[config.mk]
export PLATFORM = sky130hd
export DESIGN_NAME = node_cmp_pipe
export DESIGN_NICKNAME = d
export VERILOG_FILES = /design/src/rtl/node_pkg.sv /design/src/rtl/node_popcount.sv /design/src/rtl/node_cmp_pipe.sv
export SDC_FILE = /design/constraint.sdc
export NUM_CORES = 1
export LEC_CHECK = 0
export CORE_UTILIZATION = 40
export DETAILED_ROUTE_END_ITERATION = 6
export PLACE_DENSITY = 0.67
export REMOVE_ABC_BUFFERS = 1
export SYNTH_ARGS = -nofsm -noshare
export SYNTH_HDL_FRONTEND = slang
export SYNTH_SLANG_ARGS = --single-unit
[constraint.sdc]
create_clock -name clk -period 4.6 [get_ports clk]
set_clock_uncertainty 0.15 [all_clocks]
set_input_delay 0.92 -clock clk [delete_from_list [all_inputs] [get_ports clk]]
set_output_delay 0.92 -clock clk [all_outputs]
set_load 0.005 [all_outputs]
[src/rtl/node_pkg.sv]
// Shared definitions for the node comparator pipeline: relation codes and
// the width helper used to size neighbour counts and run counters.
package node_pkg;

  // Relation applied between the centre and each neighbour
  localparam logic [1:0] MODE_GT = 2'd0;
  localparam logic [1:0] MODE_GE = 2'd1;
  localparam logic [1:0] MODE_LT = 2'd2;
  localparam logic [1:0] MODE_EQ = 2'd3;

  // Bits needed to hold any value 0..n; never less than one bit
  function automatic int cnt_width(input int n);
    return (n < 1) ? 1 : $clog2(n + 1);
  endfunction

endpackage

[src/rtl/node_popcount.sv]
// Combinational population count of N relation bits.
module node_popcount
  import node_pkg::*;
#(
  parameter  int N  = 4,
  localparam int CW = cnt_width(N)
) (
  input  logic [N-1:0]  bits,
  output logic [CW-1:0] count
);

  // Sum the set bits; the total never exceeds N, so CW bits cannot overflow
  always_comb begin
    count = '0;
    for (int i = 0; i < N; i++) begin
      count = count + CW'(bits[i]);
    end
  end

endmodule

[src/rtl/node_cmp_pipe.sv]
// Two-stage node comparator: compares a centre value against N neighbours,
// counts matches, flags the node against a runtime threshold and tracks how
// long the flag has persisted across valid results.
module node_cmp_pipe
  import node_pkg::*;
#(
  parameter  int W    = 2,
  parameter  int N    = 4,
  parameter  int HOLD = 3,
  localparam int CW   = cnt_width(N),
  localparam int HW   = cnt_width(HOLD)
) (
  input  logic            clk,
  input  logic            rst,
  input  logic            in_valid,
  input  logic [W-1:0]    in_center,
  input  logic [N*W-1:0]  in_nbr,
  input  logic [1:0]      mode,
  input  logic [CW-1:0]   thresh,
  output logic            out_valid,
  output logic            out,
  output logic [CW-1:0]   out_count,
  output logic            out_stable
);

  localparam logic [HW-1:0] HOLD_C = HW'(HOLD);

  logic [N-1:0]  rel;
  logic          s1_valid;
  logic [N-1:0]  s1_rel;
  logic [CW-1:0] s1_thresh;
  logic [CW-1:0] s1_count;
  logic          flag;
  logic [HW-1:0] run;
  logic [HW-1:0] run_next;

  for (genvar k = 0; k < N; k++) begin : g_cmp
    logic [W-1:0] nbr;
    logic         hit;

    assign nbr = in_nbr[k*W +: W];

    // Evaluate the selected unsigned relation for neighbour k
    always_comb begin
      hit = 1'b0;
      case (mode)
        MODE_GT: hit = (in_center >  nbr);
        MODE_GE: hit = (in_center >= nbr);
        MODE_LT: hit = (in_center <  nbr);
        default: hit = (in_center == nbr);
      endcase
    end

    assign rel[k] = hit;
  end

  // Stage 1: capture relation bits and threshold alongside the valid bit
  always_ff @(posedge clk) begin
    if (rst) begin
      s1_valid  <= 1'b0;
      s1_rel    <= '0;
      s1_thresh <= '0;
    end else begin
      s1_valid <= in_valid;
      if (in_valid) begin
        s1_rel    <= rel;
        s1_thresh <= thresh;
      end
    end
  end

  node_popcount #(.N(N)) u_popcount (
    .bits  (s1_rel),
    .count (s1_count)
  );

  // thresh above N can never be met, and thresh 0 is always met
  assign flag = (s1_count >= s1_thresh);

  // Saturating run length of consecutive flagged results; idle cycles hold it
  always_comb begin
    run_next = run;
    if (s1_valid) begin
      if (!flag) begin
        run_next = '0;
      end else if (run != HOLD_C) begin
        run_next = run + HW'(1);
      end
    end
  end

  // Stage 2: register result, count and persistence; hold them between results
  always_ff @(posedge clk) begin
    if (rst) begin
      out_valid  <= 1'b0;
      out        <= 1'b0;
      out_count  <= '0;
      run        <= '0;
      out_stable <= 1'b0;
    end else begin
      out_valid <= s1_valid;
      run       <= run_next;
      if (s1_valid) begin
        out        <= flag;
        out_count  <= s1_count;
        out_stable <= (run_next == HOLD_C);
      end
    end
  end

endmodule

# Word level (Yosys, flattened, before mapping)
# Cells that the tools add are included.
# classes
add_sub_neg	4
magnitude_cmp	13
n_eq_ne	8
n_mux	7
n_reduce_logical	1
# op_table
operator	count
$pmux 1 s3	4
$eq 2x2->1	4
$ge 2x2->1	4
$gt 2x2->1	4
$lt 2x2->1	4
$add 3x1->3	2
$mux 2	3
$eq 2x2->1 const B	2
$ge 3x3->1	1
$add 1x1->2	1
$add 2x1->2 const B	1
$eq 2x1->1 const B	1
$logic_not 2->1	1
$ne 2x2->1 const B	1
# word_totals
ff_bits	16
output_inout_bits	6
word_cells	41

# Depth between registers and ports, before layout
# Gate-level depths: netlist of the first run.
# logic_depth
depth_word	7
mapped_depth	8
mapped_depth_nobuf	8

# By module
# A second synthesis of the first run with hierarchy kept.
# hier_totals
hier_cells	109
hier_area_um2	947.2
# by_module_without_submodules
mod	instances	cells_per_inst	area_each_um2	seq_area_each_um2
node_cmp_pipe	1	101	883.3	320.3
node_popcount	1	8	63.8	0.0

# Worst setup path after synthesis of the first run
# OpenSTA, ideal clock, no wires.
# synth_timing
kind	register to register
start	register s1_rel[0]
end	register out_stable
setup_ns	0.114
t_arrival_ns	2.070
t_required_ns	4.336
path_slack_ns	2.267
stages_incl_launch_ff	9
n_path_buf	0
cell_sequence	dfxtp_1 -> ha_1 -> fa_1 -> ha_1 -> ha_1 -> a21o_1 -> a31oi_1 -> o22ai_1 -> nor2b_1
# synth_via
elab_chain_cells	7
# synth_lines
item	line	text
start: declaration	node_cmp_pipe.sv:30	logic [N-1:0] s1_rel;
start signal: assignment	node_cmp_pipe.sv:66	s1_rel <= rel;
$add 1x1->2	node_popcount.sv:16	count = count + CW'(bits[i]);
$add 3x1->3 (2 in a row)	node_popcount.sv:16	
named net s1_count[2]	node_cmp_pipe.sv:32	logic [CW-1:0] s1_count;
$ge 3x3->1	node_cmp_pipe.sv:78	assign flag = (s1_count >= s1_thresh);
$mux 2	node_cmp_pipe.sv:84	if (!flag) begin
$mux 2	node_cmp_pipe.sv:83	if (s1_valid) begin
$eq 2x2->1	node_cmp_pipe.sv:106	out_stable <= (run_next == HOLD_C);
end signal: assignment	node_cmp_pipe.sv:106	
end: declaration	node_cmp_pipe.sv:23	output logic out_stable
# The timed path passes the listed nets, and every way through them passes these cells.
# A chain may end at the register's enable or synchronous reset.

# Worst setup path in the final report of the first run
# Same ends and word-level chain as after synthesis.

==> flow_summary.toml, run 1 <==
[outcome]
status = "finished clean"

[floorplanning]
coreArea_um2 = 2230
start_util_pct = 42.7
die_h_um = 50.8
top_level_ports = 24
die-area_um2 = 2580
rows = 17
dieWidth_um = 50.8

[drt]
final_antenna_net_count = 0
drt-wirelength-per-cell_um = 11.3
drc = 0
viasPerCell = 5.24
vias = 807
dr.pass1.iters = 4
routed_wl_um = 1730
drt-initial-drc-count = 4

[clock_network]
cts_resized = 0
clk_pin_slew_worst_paths_ns = 0.09
htree_levels = 1
numCtsBuffers = 3
cts_tree = "yes"
postCtsSetupBuffers = 0
cts.path.max_buffers = 2
cts_root_buffer = "clkbuf_4"
ctsHoldBuffers = 0
clk_latency_ns = 0.28
clock-sinks = 16

[power]
p_total_uw = 309
cellPowerDensity_nw_per_um2 = 254
netSwitchingFraction_pct = 27.3
p_leak_nw = 0.529
power_switching_uw = 84.2
p_comb_share_pct = 27.3
ir_worst_vdd_mv = 0.130
p_clk_share_pct = 23.0
internal-power_uw = 224
p_seq_share_pct = 49.7

[sta]
setup_tns_ns = 0
period_needed_ns = 2.57
finalSetupViolations = 0
hold_slack_ns = 0.339
timing.fmax_ghz = 0.389
slew-limit-headroom_pct = 62.4
period_share_pct = 55.9
drv_slew = 0
rsz0062_at_grt = "false"
finalHoldViolations = 0
tightest_slew_ns = 0.563

[logic_synthesis]
synth_flop_cell = "dfxtp_1"
synth_top_area_share_pct = 33.6
ys_types = 27
synth-seq-area-share_pct = 33.6
yosysMostFrequentCell = "dfxtp_1"
yosysTopAreaCell = "dfxtp_1"
netlist_top_cells_area = "dfxtp_1 (34%), ha_1 (17%), mux2i_1 (8.4%)"
yosys-top-cells-count = "dfxtp_1 (16), ha_1 (13), inv_1 (11), nor2_1 (11), mux2i_1 (8)"
yosysWarnings = 0
synth-edff-count = 0
synth-seq-cells = 16
synthCells = 104
syn_area_um2 = 953
ys_async_sr_fraction_pct = 0
synth_area_per_cell_um2 = 9.17

[grt]
grt_antenna_before_repair = 0
grt_pass1_wl_um = 3010
grt.overflow.total = 0
grt_pass1_vias = 765
globalRouteTotalUtil_pct = 15.2
grt_start_max_net_pins = 17

[setup_path]
cp_max_fo = 4
rrSetupSlack_ns = 2.03
worstPathArrival_ns = 2.58
end_kind = "register"
path_class = "register to register"
required_ns = 4.61
startpoint_type = "register"

[final_layout]
diodes = 0
multiInputGateArea_um2 = 567
area_delta_synth_final_pct = 27.6
drive_gt1_share_pct = 4.76
seq_area_um2 = 320
fill_cells = 216
nets = 160

[job]
cap_viol_max_count = 0

[place]
port_buffers = 23
dpl.hpwl_um = 1390
gp_congestion = 0.666

[hold_path]
hp-class = "register to register"
==> flip-flops by register name, indices dropped and copies added, names as in the netlist <==
name and flops:
s1_thresh 3, out_valid 1, s1_valid 1, out 1
s1_rel 4, out_stable 1, run 2, out_count 3
==> layout make-up <==
class / count / share of cell area, %
timing repair buffer: 23 / 18.9
clock buffer: 3 / 1.85
sequential: 16 / 26.3
inverter: 11 / 3.40
tap: 28 / 2.88
multi-input combinational: 73 / 46.6
==> cells in the final DEF, fill, tap and decap left out, types with 2 or more instances in the layout <==
cell | netlist | routed
clkbuf_4 | 0 | 3
ha_1 | 13 | 13
nor2b_1 | 6 | 6
o21ai_0 | 3 | 3
o22ai_1 | 2 | 2
clkdlybuf4s50_1 | 0 | 23
nand2_1 | 4 | 4
a311oi_1 | 3 | 3
a21o_1 | 2 | 2
mux2i_1 | 8 | 8
dfxtp_1 | 16 | 16
a21oi_1 | 5 | 5
a211oi_1 | 3 | 3
inv_1 | 11 | 11
nor3_1 | 2 | 2
nor2_1 | 11 | 11
a31oi_1 | 2 | 2
==> per-layer routing <==
layer / routed length (um) / global-route usage (%) / up-vias
li1: - / - / 412
met1: 723 / 16.2 / 362
met5: 0 / 0 / -
met2: 876 / 28.0 / 27
met4: 50 / 9.72 / 0
met3: 84 / 2.08 / 6
==> worst max-delay path, cell delays in order, from the launching register on <==
cell     delay (ns)
dfxtp_1        0.32
ha_1           0.31
fa_1           0.39
ha_1           0.22
ha_1           0.29
a21o_1         0.18
a31oi_1        0.30
o22ai_1        0.14
nor2b_1        0.14
==> path summary, 6_finish.rpt <==
kind | to | start | depth (start not counted)
worst max-delay path | out_stable$_SDFFE_PP0P_ | s1_rel[0]$_SDFFE_PP0P_ | 8
worst min-delay path | out$_SDFFE_PP0P_ | out$_SDFFE_PP0P_ | 2
worst max register to register | out_stable$_SDFFE_PP0P_ | s1_rel[0]$_SDFFE_PP0P_ | 8
worst min register to register | out$_SDFFE_PP0P_ | out$_SDFFE_PP0P_ | 2
==> power groups by stage <==
stage	registers [mW]	logic (mW)	clock network (mW)
floorplan	0.156	0.0491	0
global placement	0.156	0.0819	0
detailed placement	0.157	0.0846	0
CTS	0.154	0.0852	0.0732
global route	0.155	0.0955	0.0800
finish	0.153	0.0842	0.0710
==> per-stage QoR <==
step	util, %	instance area, um2	std cells	worst slack [ns]
floorplan	-	928	100	2.27
global placement	53.4	1190	151	1.99
detailed placement	53.4	1190	151	1.95
CTS	54.5	1220	154	2.03
global route	54.5	1220	154	1.91
finish	54.5	1220	154	2.03
==> cell families after synthesis <==
family | count (synthesis) | synth area share [%]
compound gates | 24 | 17.5
fa+ha+maj | 14 | 19.2
mux | 8 | 8.40
flops | 16 | 33.6
buf+inv | 15 | 6.96
simple gates | 27 | 14.4
(Power assumes the default switching activity.)
==> run 2, diff against run 1 <==
--- a/config.mk
+++ b/config.mk
@@ -7,7 +7,7 @@
 export LEC_CHECK = 0
 export CORE_UTILIZATION = 40
 export DETAILED_ROUTE_END_ITERATION = 6
-export PLACE_DENSITY = 0.67
+export PLACE_DENSITY = 0.7
 export REMOVE_ABC_BUFFERS = 1
 export SYNTH_ARGS = -nofsm -noshare
 export SYNTH_HDL_FRONTEND = slang
==> constraint.sdc (replaced) <==
create_clock -name clk -period 2.35 [get_ports clk]
set_clock_uncertainty 0.15 [all_clocks]
set_input_delay 0.47 -clock clk [delete_from_list [all_inputs] [get_ports clk]]
set_output_delay 0.47 -clock clk [all_outputs]
set_load 0.005 [all_outputs]
==> run 2 against run 1 <==
Critical endpoint unchanged. Worst hold slack gained 0.014 ns. First-iteration DRC count grew 75%. Sequential share of layout area shrank 2.0 points. Clock power grew to 2.5 times the previous value. Setup slack lost 2.0 ns. Global-route usage grew 2.0 points. Core utilization grew 5.0 points. Largest cell class unchanged. Combinational power grew to 2.6 times the previous value. Power grew 130%.
==> flow_summary.toml, run 2 (synthesis results as in run 1) <==
[outcome]
status = "finished clean"

[drt]
vias = 817
viasPerCell = 5.24
drt-initial-drc-count = 7
dr.pass1.iters = 4
final_antenna_net_count = 0
drc = 0
drt-wirelength-per-cell_um = 12.8
routed_wl_um = 2000

[setup_path]
required_ns = 2.36
path_class = "register to register"
cp_max_fo = 4
end_kind = "register"
startpoint_type = "register"
worstPathArrival_ns = 2.31

[sta]
slew-limit-headroom_pct = 58.8
drv_slew = 0
period_needed_ns = 2.30
timing.fmax_ghz = 0.434
rsz0062_at_grt = "false"
layout_setup_ws_ns = 0.0453
period_share_pct = 98.1
finalSetupViolations = 0
finalHoldViolations = 0
tightest_slew_ns = 0.617

[grt]
grt_pass1_vias = 761
grt_antenna_before_repair = 0
grt.overflow.total = 0
grt_pass1_wl_um = 3270
globalRouteTotalUtil_pct = 17.2
top_usage_layer = "met2"
grt_util_met1_pct = 17.2
use_met3_pct = 1.79
grt_start_max_net_pins = 17
grt_use_met2_pct = 34.7

[final_layout]
regMostFlops = "s1_rel"
diodes = 0
final_common_cell = "clkdlybuf4s50_1"
nets = 161
layout_common_cells = "clkdlybuf4s50_1 (23), dfxtp_1 (14), nor2_1 (11)"
reg_top3 = "s1_rel (4), out_count (3), s1_thresh (3)"
instances_no_fill = 156
largest_reg_flops = 4
area_delta_synth_final_pct = 39.4
drive_gt1_share_pct = 15.6

[place]
dp_slack_ns = -0.167
port_buffers = 23
gp_congestion = 0.693
placed_cells = 152
dpl.hpwl_um = 1470

[clock_network]
clk_latency_ns = 0.28
cts.path.max_buffers = 2
htree_levels = 1
cts_tree = "yes"
clock-sinks = 16
cts_root_buffer = "clkbuf_4"
ctsHoldBuffers = 0
numCtsBuffers = 3
clk_pin_slew_worst_paths_ns = 0.09

[hold_path]
hp-class = "register to register"

[power]
p_leak_nw = 0.547
ir_worst_vdd_mv = 0.276
cellPowerDensity_nw_per_um2 = 526

[floorplanning]
dieWidth_um = 50.8
die-area_um2 = 2580
coreArea_um2 = 2230
top_level_ports = 24
rows = 17
die_h_um = 50.8
start_util_pct = 42.7

[job]
cap_viol_max_count = 0
[run 2: cell types whose count changed in the layout (fill, tap and decap cells not counted), moves of 2 or more]
cell     change
ha_1         -4
dfxtp_1      -2
dfxtp_2      +2
ha_4         +4
[run 2: critical path: stages, from the launching register on]
cell and delay [ns]:
dfxtp_2 0.35, ha_4 0.24, fa_2 0.56, inv_2 0.05, ha_4 0.23, nand2b_4 0.15
a31oi_4 0.23, o22ai_1 0.09, nor2b_1 0.14
[run 2: worst paths after layout]
path	cells after the start	end	slack, ns	startpoint
max reg2reg	8	out_stable$_SDFFE_PP0P_	0.05	s1_rel[0]$_SDFFE_PP0P_
min	2	out$_SDFFE_PP0P_	0.35	out$_SDFFE_PP0P_
min reg2reg	2	out$_SDFFE_PP0P_	0.35	out$_SDFFE_PP0P_
max	8	out_stable$_SDFFE_PP0P_	0.05	s1_rel[0]$_SDFFE_PP0P_
[run 2: area by class of cell]
| cell class | instances | area [um2] |
|---|---|---|
| well taps | 28 | 35.0 |
| fillers | 207 | 905 |
| inverters | 11 | 41.3 |
| repair buffers | 24 | 238 |
| multi-input cells | 73 | 656 |
| flip-flops and latches | 16 | 323 |
| clock buffers | 4 | 36.3 |
[run 2: timing repair]
| action | CTS | global route |
|---|---|---|
| pin swaps | 3 | 6 |
| endpoints found under the setup margin | 4 | 3 |
| resized for setup | 8 | 6 |
| setup buffers | 0 | 0 |
[run 2: where the power goes]
group	switching (mW)	leakage [nW]	internal (mW)	total (mW)
combinational	0.0925	0.394	0.124	0.217
clock	0.0841	0.0210	0.0943	0.178
sequential	0.0153	0.132	0.289	0.304
total	0.192	0.547	0.507	0.699
[run 2: per-layer routing]
layer | vias to the layer above | part of all wire [%]
met5 | - | 0
met4 | 0 | 0.60
met3 | 2 | 3.7
met2 | 21 | 54
met1 | 383 | 41
li1 | 411 | -
[run 2: metrics by stage]
stage	total power [mW]	instance area, um2	hold slack [ns]	util [%]	setup TNS (ns)
floorplan	0.401	928	0.310	-	0
global placement	0.473	1200	0.324	53.8	-0.247
detailed placement	0.481	1200	0.339	53.8	-0.507
CTS	0.688	1300	0.362	58.3	0
global route	0.746	1330	0.379	59.5	0
finish	0.699	1330	0.352	59.5	0
==> run 3, diff against run 2 <==
--- a/config.mk
+++ b/config.mk
@@ -6,6 +6,7 @@
 export NUM_CORES = 1
 export LEC_CHECK = 0
 export CORE_UTILIZATION = 40
+export CTS_CLUSTER_SIZE = 24
 export DETAILED_ROUTE_END_ITERATION = 6
 export PLACE_DENSITY = 0.7
 export REMOVE_ABC_BUFFERS = 1
==> results of run 3 <==
Same layout as run 2: the final DEF is identical, and so are final timing and power.
